File: src/rtl/serial_arith_pkg.sv
// Shared constants for the bit-serial arithmetic blocks.
//   S_IDLE / S_RUN / S_FIN : FSM state encodings
//   SER_WIDTH_DEF          : default operand width
package serial_arith_pkg;

    localparam logic [1:0] S_IDLE = 2'd0;
    localparam logic [1:0] S_RUN  = 2'd1;
    localparam logic [1:0] S_FIN  = 2'd2;

    localparam int unsigned SER_WIDTH_DEF = 8;

endpackage

File: src/rtl/serial_subtractor_if.sv
// START/DONE handshake and operand/result bus for serial_subtractor.
//   master : drives START, A, B; observes DIFF, BORROW, BUSY, DONE
//   slave  : the subtractor side
interface serial_subtractor_if
    import serial_arith_pkg::*;
#(
    parameter int unsigned WIDTH = SER_WIDTH_DEF
);

    logic             START;
    logic [WIDTH-1:0] A;
    logic [WIDTH-1:0] B;
    logic [WIDTH-1:0] DIFF;
    logic             BORROW;
    logic             BUSY;
    logic             DONE;

    modport master (
        output START, A, B,
        input  DIFF, BORROW, BUSY, DONE
    );

    modport slave (
        input  START, A, B,
        output DIFF, BORROW, BUSY, DONE
    );

endinterface

File: src/rtl/full_subtractor.sv
// Full subtractor: D = A - B - BIN, built from two half subtractors.
//   A, B : operand bits
//   BIN  : borrow in
//   D    : difference bit
//   BOUT : borrow out
module full_subtractor (
    input  logic A,
    input  logic B,
    input  logic BIN,
    output logic D,
    output logic BOUT
);

    logic w_d1;
    logic w_b1;
    logic w_b2;

    half_subtractor u_hs_ab (
        .A    (A),
        .B    (B),
        .D    (w_d1),
        .BOUT (w_b1)
    );

    // Second stage subtracts the incoming borrow from the partial difference;
    // its borrow equals ~(A^B) & BIN, so the two borrows never both fire.
    half_subtractor u_hs_bin (
        .A    (w_d1),
        .B    (BIN),
        .D    (D),
        .BOUT (w_b2)
    );

    assign BOUT = w_b1 | w_b2;

endmodule

File: src/rtl/half_subtractor.sv
// Half subtractor: D = A - B for single bits.
//   A, B : operand bits
//   D    : difference bit
//   BOUT : borrow out (A=0, B=1)
module half_subtractor (
    input  logic A,
    input  logic B,
    output logic D,
    output logic BOUT
);

    assign D    = A ^ B;
    assign BOUT = ~A & B;

endmodule

File: src/rtl/serial_subtractor.sv
// Bit-serial unsigned subtractor, DIFF = A - B, LSB first, one bit per clock.
//   clk  : rising-edge clock
//   rst  : synchronous active-high reset
//   bus  : slave side of serial_subtractor_if
//          START/A/B in; DIFF/BORROW (registered), BUSY, DONE out
// A START seen in IDLE or FIN loads the operands; WIDTH RUN cycles follow,
// then one FIN cycle with DONE=1. DIFF/BORROW hold until the next completion.
module serial_subtractor
    import serial_arith_pkg::*;
#(
    parameter int unsigned WIDTH = SER_WIDTH_DEF
) (
    input  logic                clk,
    input  logic                rst,
    serial_subtractor_if.slave  bus
);

    localparam int unsigned    CW       = $clog2(WIDTH);
    localparam logic [CW-1:0]  LAST_BIT = CW'(WIDTH - 1);

    logic [1:0]       r_state;
    logic [WIDTH-1:0] r_a_sr;
    logic [WIDTH-1:0] r_b_sr;
    logic [WIDTH-1:0] r_res_sr;
    logic             r_borrow;
    logic [CW-1:0]    r_cnt;
    logic [WIDTH-1:0] r_diff;
    logic             r_borrow_out;

    logic             w_d;
    logic             w_bo;
    logic             w_accept;
    logic [WIDTH-1:0] w_res_next;

    full_subtractor u_fs (
        .A    (r_a_sr[0]),
        .B    (r_b_sr[0]),
        .BIN  (r_borrow),
        .D    (w_d),
        .BOUT (w_bo)
    );

    assign w_accept   = bus.START && ((r_state == S_IDLE) || (r_state == S_FIN));
    // New difference bit enters at the MSB so bit 0 lands at the LSB after WIDTH shifts.
    assign w_res_next = {w_d, r_res_sr[WIDTH-1:1]};

    always_ff @(posedge clk) begin
        if (rst) begin
            r_state      <= S_IDLE;
            r_a_sr       <= '0;
            r_b_sr       <= '0;
            r_res_sr     <= '0;
            r_borrow     <= 1'b0;
            r_cnt        <= '0;
            r_diff       <= '0;
            r_borrow_out <= 1'b0;
        end else begin
            case (r_state)
                S_IDLE, S_FIN: begin
                    if (w_accept) begin
                        r_a_sr   <= bus.A;
                        r_b_sr   <= bus.B;
                        r_borrow <= 1'b0;
                        r_cnt    <= '0;
                        r_state  <= S_RUN;
                    end else begin
                        r_state  <= S_IDLE;
                    end
                end
                S_RUN: begin
                    r_res_sr <= w_res_next;
                    r_a_sr   <= r_a_sr >> 1;
                    r_b_sr   <= r_b_sr >> 1;
                    r_borrow <= w_bo;
                    if (r_cnt == LAST_BIT) begin
                        r_diff       <= w_res_next;
                        r_borrow_out <= w_bo;
                        r_cnt        <= '0;
                        r_state      <= S_FIN;
                    end else begin
                        r_cnt <= r_cnt + 1'b1;
                    end
                end
                default: r_state <= S_IDLE;
            endcase
        end
    end

    assign bus.BUSY   = (r_state == S_RUN);
    assign bus.DONE   = (r_state == S_FIN);
    assign bus.DIFF   = r_diff;
    assign bus.BORROW = r_borrow_out;

endmodule

File: src/flat_wrapper.sv
// flat-port wrapper written by rule: the top's interface ports become plain ports
module serial_subtractor_flat import serial_arith_pkg::*;
#(
    parameter int unsigned WIDTH = SER_WIDTH_DEF
)
  (clk, rst, bus_START, bus_A, bus_B, bus_DIFF, bus_BORROW, bus_BUSY, bus_DONE);
  serial_subtractor_if #(.WIDTH(WIDTH)) bus_i ();
  input  logic clk;
  input  logic rst;
  input wire logic [$bits(bus_i.START)-1:0] bus_START;
  input wire logic [$bits(bus_i.A)-1:0] bus_A;
  input wire logic [$bits(bus_i.B)-1:0] bus_B;
  output wire logic [$bits(bus_i.DIFF)-1:0] bus_DIFF;
  output wire logic [$bits(bus_i.BORROW)-1:0] bus_BORROW;
  output wire logic [$bits(bus_i.BUSY)-1:0] bus_BUSY;
  output wire logic [$bits(bus_i.DONE)-1:0] bus_DONE;
  assign bus_i.START = bus_START;
  assign bus_i.A = bus_A;
  assign bus_i.B = bus_B;
  assign bus_DIFF = bus_i.DIFF;
  assign bus_BORROW = bus_i.BORROW;
  assign bus_BUSY = bus_i.BUSY;
  assign bus_DONE = bus_i.DONE;
  serial_subtractor #(.WIDTH(WIDTH)) u_core (.clk(clk), .rst(rst), .bus(bus_i));
endmodule
File: config.mk
export PLATFORM = sky130hd
export DESIGN_NAME = serial_subtractor_flat
export DESIGN_NICKNAME = d
export VERILOG_FILES = /design/src/rtl/serial_arith_pkg.sv /design/src/rtl/serial_subtractor_if.sv /design/src/rtl/full_subtractor.sv /design/src/rtl/half_subtractor.sv /design/src/rtl/serial_subtractor.sv /design/src/flat_wrapper.sv
export SDC_FILE = /design/constraint.sdc
export NUM_CORES = 1
export LEC_CHECK = 0
export ABC_AREA = 1
export BUFFER_PORTS_ARGS = -buffer_cell sky130_fd_sc_hd__buf_2
export CAP_MARGIN = 40
export CORE_AREA = 4 4 60 103
export CTS_BUF_LIST = sky130_fd_sc_hd__clkbuf_4 sky130_fd_sc_hd__clkbuf_8
export CTS_CLUSTER_DIAMETER = 60
export CTS_CLUSTER_SIZE = 20
export DETAILED_ROUTE_END_ITERATION = 16
export DIE_AREA = 0 0 64 107
export MAX_ROUTING_LAYER = met4
export PLACE_DENSITY = 0.49
export SLEW_MARGIN = 10
export SYNTH_ARGS = -nofsm -noshare
export SYNTH_HDL_FRONTEND = slang
export SYNTH_SLANG_ARGS = --single-unit
File: constraint.sdc
create_clock -name clk -period 2.1 [get_ports clk]
set_input_delay 0.63 -clock clk [delete_from_list [all_inputs] [get_ports clk]]
set_output_delay 0.63 -clock clk [all_outputs]
set_load 0.02 [all_outputs]
==> results of run 1 <==
## flip-flops by register name, indices dropped and copies added (netlist names)
| signal | flops |
|---|---|
| u_core.r_a_sr | 8 |
| u_core.r_borrow | 1 |
| u_core.r_state | 2 |
| u_core.r_cnt | 3 |
| u_core.r_res_sr | 7 |
| u_core.bus.BORROW | 1 |
| u_core.r_b_sr | 8 |
| u_core.bus.DIFF | 8 |
## power by group
group          switching (W)  leakage, nW  internal [W]  total [W]
Sequential         0.0000214        0.312      0.000769   0.000790
Combinational       0.000155        0.629     0.0000887   0.000244
Clock               0.000259       0.0517      0.000278   0.000537
Total               0.000436        0.993       0.00114    0.00157
## how the worst min path moves through the flow
stage	start	to	slack [ns]	cells after the start
after floorplan	u_core.r_res_sr[2]	u_core.bus.DIFF[1]	0.43	2
after global placement	u_core.r_res_sr[2]	u_core.bus.DIFF[1]	0.46	2
after detailed placement	u_core.bus.DIFF[7]	u_core.bus.DIFF[7]	0.45	2
after CTS	u_core.r_res_sr[2]	u_core.bus.DIFF[1]	0.47	2
after global routing	u_core.bus.DIFF[5]	u_core.bus.DIFF[5]	0.49	2
final	u_core.bus.DIFF[7]	u_core.bus.DIFF[7]	0.46	2
## metal layers
layer,global-route usage [%],up-vias
met4,6.03,0
met3,3.25,7
li1,-,817
met2,22.8,31
met1,14.9,740
met5,-,-
## cell type report
cell class                      count  area [um^2]
Tap cell                           74         92.6
Clock buffer                        7         90.1
Sequential cell                    38          761
Timing Repair Buffer               32          168
Multi-Input combinational cell    153          797
Fill cell                         585         3240
Clock inverter                      1         5.00
Inverter                           39          149
## placed cells by master, fill, tap and decap left out, drive strengths merged
cell	instances
nand2	43
nand3	43
inv	39
dfxtp	38
buf	32
nor2	22
a21oi	15
nor3	14
o21ai	11
clkbuf	7
ha	2
o21a	1
nand3b	1
fa	1
clkinv	1
## worst max-delay path, delay by kind of cell (launching register included)
family                 cells  cell delay [ns]
buffers and inverters      2             0.39
and+or+nand+nor            1             0.07
DFF                        1             0.44
## logic make-up (layout without fill, tap and decap cells)
kind of cell,Yosys count,after routing
flops,38,38
buf+inv,55,79
simple gates,123,123
fa+ha+maj,3,3
compound gates,27,27
## metrics by stage
| step | setup WS [ns] | power [W] | cells | cell area [um^2] |
|---|---|---|---|---|
| after floorplan | 0.569 | 0.00101 | 246 | 1820 |
| after detailed placement | 0.375 | 0.00106 | 336 | 1970 |
| after CTS | 0.271 | 0.00159 | 344 | 2060 |
| after global routing | 0.197 | 0.00167 | 344 | 2060 |
| after global placement | 0.426 | 0.00105 | 336 | 1970 |
| final | 0.289 | 0.00157 | 344 | 2060 |
==> impl_metrics.toml, run 1 <==
[cts]
cts_buffers = 5
insertion_delay_ns = 0.29
clockBufferDepth = 2
tritoncts = "done"
cts-htree-levels = 2
root_buffer = "clkbuf_8"
cts_resized = 0
hold_buffers = 0
path_clk_slew_ns = 0.07
cts_setup_buffers = 0
clock-sinks = 38

[setup_path]
r2r_start = "u_core.r_state[0]"
worstPathRequired_ns = 1.47
start_kind = "flip-flop"
r2r-end = "u_core.r_res_sr[3]"
cpMaxStageDelayCell = "dfxtp_1"
r2r.worst_path.cells = 4
worstPathArrival_ns = 1.18
rrSetupSlack_ns = 0.52
cp_max_fo = 13
crit_start = "u_core.r_state[0]"
cp_slowest_stage_delay_ns = 0.44
critPathCaptureType = "output pin"
endpoint = "bus_DONE"
cp_cell_sequence = "buf_4, nor2_1, buf_2"
critPathKind = "flip-flop to output pin"

[sta]
whs_ns = 0.460
tightestPinTransition_ns = 0.608
clock_skew_ns = 0.00748
hold_viol_final = 0
finalSetupViolCount = 0
fin_crit_sh_pct = 86.2
rsz0062_at_grt = "no"
maxSlewHeadroom_pct = 59.3
min_period_ns = 1.81
max_clock_freq_mhz = 552
fin_setup_tns_ns = 0
drv_slew = 0

[global_route]
overflow = 0
grt_pass1_wl_um = 7100
grt_max_degree = 36
grt_usage_pct = 13.5
grt_pass1_vias = 1501
antenna_found_initial = 0

[routing]
final_antenna_net_count = 0
avgRoutedWirePerCell_um = 12.1
wl_met3_um = 154
num_vias = 1595
drtIter0Drc = 66
drcViolationCount = 0
wl_met1_um = 1680
totalWireLength_um = 4170
vias_per_cell = 4.64
dr_wl_met2_um = 2240
routed.top_layer = "met4"
first_pass_iters = 4

[finish]
fin_util_pct = 38.9
layout-drive-gt1-share_pct = 21.9
diodes = 0
nets = 291
syn2layout_area_growth_pct = 13.4

[power_and_ir_drop]
irDropWorstVdd_v = 0.000411
power_density_nw_per_um2 = 762
p_leak_nw = 0.993

[run]
cap_viol_max_count = 0

[logic_synthesis]
avgSynthCellArea_um2 = 7.39
synth_edf_count = 0
synth-compound-area-share_pct = 8.81
synthMuxAreaShare_pct = 0
synth_nets = 268
yosys.area.top_type = "dfxtp_1"
synth_area_leaders = "dfxtp_1, nand3_1, nand2_1"
synthSimpleGateAreaFrac_pct = 32.6
synth_cells = 246
ys_seq_area_share_pct = 41.8
synthArstFlopShare_pct = 0
synth-main-ff-cell = "dfxtp_1"
ys_ff_latch = 38
synth_xor_area_share_pct = 0
ys_top_cells_by_count = "nand2_1, dfxtp_1, nand3_1"
synth_fa_ha_area_share_pct = 2.48
synth.distinct_cells = 23
yosys_warnings = 0
synth_most_common_cell = "nand2_1"
synth_top_area_share_pct = 41.8
syn-cell-area_um2 = 1820
synth_top_family_by_area = "simple AND/OR/NAND/NOR gates"

[floorplan]
start_util_pct = 34.3
coreArea_um2 = 5300
die_x_um = 64
die_area_um2 = 6850
die_h_um = 107
io_pins = 30
row_count = 35

[placement]
dpl.hpwl_um = 2850
io_buffer_count = 29
gp_congestion = 0.736

[min_path]
hold_path.class = "flip-flop to flip-flop"

[run_status]
status = "finished, final reports clean"
Note: power is estimated with default switching activity, not from simulation.
==> inputs of run 2 (changes only) <==
Settings changed: CTS_CLUSTER_DIAMETER 60 to 50, RECOVER_POWER from default to 100, REMOVE_ABC_BUFFERS from default to 1.
==> run 2 against run 1 <==
Effect of this change: sequential cell count unchanged; critical endpoint is now bus_BUSY; global-route usage down 0.19 points; fmax down 6.3%; cell count down 0.29%; register-to-register slack better by 0.03 ns; via count down 3.6%; critical path depth unchanged; clock power down 6.7%.
==> impl_metrics.toml, run 2 (same netlist as run 1, synthesis figures left out) <==
[run_status]
status = "finished, final reports clean"

[placement]
dpl.hpwl_um = 2910
io_buffer_count = 29
post_dp_cell_area_um2 = 1970
dpl.cell_count = 336
gp_congestion = 0.707

[floorplan]
row_count = 35
coreArea_um2 = 5300
die_x_um = 64
start_util_pct = 34.3
io_pins = 30
die_h_um = 107
die_area_um2 = 6850

[sta]
whs_ns = 0.465
hold_viol_final = 0
clock_skew_ns = 0.00662
fin_setup_tns_ns = 0
max_clock_freq_mhz = 518
finalSetupViolCount = 0
rsz0062_at_grt = "no"
drv_slew = 0
fin_crit_sh_pct = 92.0
maxSlewHeadroom_pct = 63.0
tightestPinTransition_ns = 0.553
min_period_ns = 1.93

[routing]
totalWireLength_um = 4050
avgRoutedWirePerCell_um = 11.8
first_pass_iters = 4
drtIter0Drc = 56
num_vias = 1538
final_antenna_net_count = 0
vias_per_cell = 4.48
drcViolationCount = 0

[global_route]
grt_pass1_vias = 1516
grt_usage_pct = 13.3
overflow = 0
antenna_found_initial = 0
grt_max_degree = 36
grt_pass1_wl_um = 6960

[power_and_ir_drop]
p_leak_nw = 0.929
power_density_nw_per_um2 = 761
irDropWorstVdd_v = 0.000379

[setup_path]
cp_max_fo = 11
critPathCaptureType = "output pin"
r2r.worst_path.cells = 6
worstPathArrival_ns = 1.30
critPathKind = "flip-flop to output pin"
worstPathRequired_ns = 1.47
start_kind = "flip-flop"

[cts]
hold_buffers = 0
cts-htree-levels = 2
tritoncts = "done"
clockBufferDepth = 2
cts_buffers = 5
insertion_delay_ns = 0.29
clock-sinks = 38
root_buffer = "clkbuf_8"
cts_setup_buffers = 0
cts_resized = 0
path_clk_slew_ns = 0.07

[finish]
syn2layout_area_growth_pct = 10.6
final_cells = 343
nets = 291
final_cell_mix = "nand3_1, nand2_1, dfxtp_1"
fin_area_um2 = 2010
layout-drive-gt1-share_pct = 16.0
diodes = 0
fillers = 609
fin_util_pct = 37.9

[min_path]
min_path_cells = 2
hold_path.class = "flip-flop to flip-flop"

[run]
cap_viol_max_count = 0
[run 2: cell count changes in the layout (fill, tap and decap cells not counted), sizes merged]
| cell | change |
|---|---|
| buf | -11 |
| clkbuf | +11 |
| clkinv | -1 |
[run 2: path summary, 6_finish.rpt]
kind                        endpoint                from  slack, ns
setup / recovery            bus_BUSY   u_core.r_state[0]       0.17
hold / removal    u_core.bus.DIFF[4]  u_core.bus.DIFF[4]       0.47
setup reg to reg  u_core.bus.DIFF[3]   u_core.r_state[0]       0.55
hold reg to reg   u_core.bus.DIFF[4]  u_core.bus.DIFF[4]       0.47
[run 2: layout make-up]
cell class	count	area, um^2	area share, %
Inverter	39	149	7.41
Timing Repair Buffer	32	155	7.72
Sequential cell	38	761	37.8
Clock buffer	7	83.8	4.17
Tap cell	74	92.6	4.60
Multi-Input combinational cell	153	769	38.3
[run 2: per-layer routing]
layer / global-route usage [%] / routed length, um / up-vias
met4: 6.03 / 76 / 0
met5: - / 0 / -
li1: - / - / 817
met3: 3.25 / 137 / 5
met1: 13.3 / 1700 / 697
met2: 24.1 / 2140 / 19
[run 2: power by group]
group	internal, W	total [W]	switching, W
clock network	0.000255	0.000501	0.000246
registers	0.000769	0.000792	0.0000230
logic	0.0000892	0.000237	0.000148
total	0.00111	0.00153	0.000417
[run 2: metrics by stage]
stage | power, W | setup WS, ns
2_1_floorplan | 0.000976 | 0.309
3_3_place_gp | 0.00106 | 0.389
3_5_place_dp | 0.00106 | 0.372
4_1_cts | 0.00156 | 0.0932
5_1_grt | 0.00163 | 0.0397
6_report | 0.00153 | 0.168
[run 2: worst max-delay path, stage by stage (launching register included)]
cell	delay, ns
dfxtp_1	0.58
inv_4	0.08
nor2_4	0.11
clkbuf_1	0.24
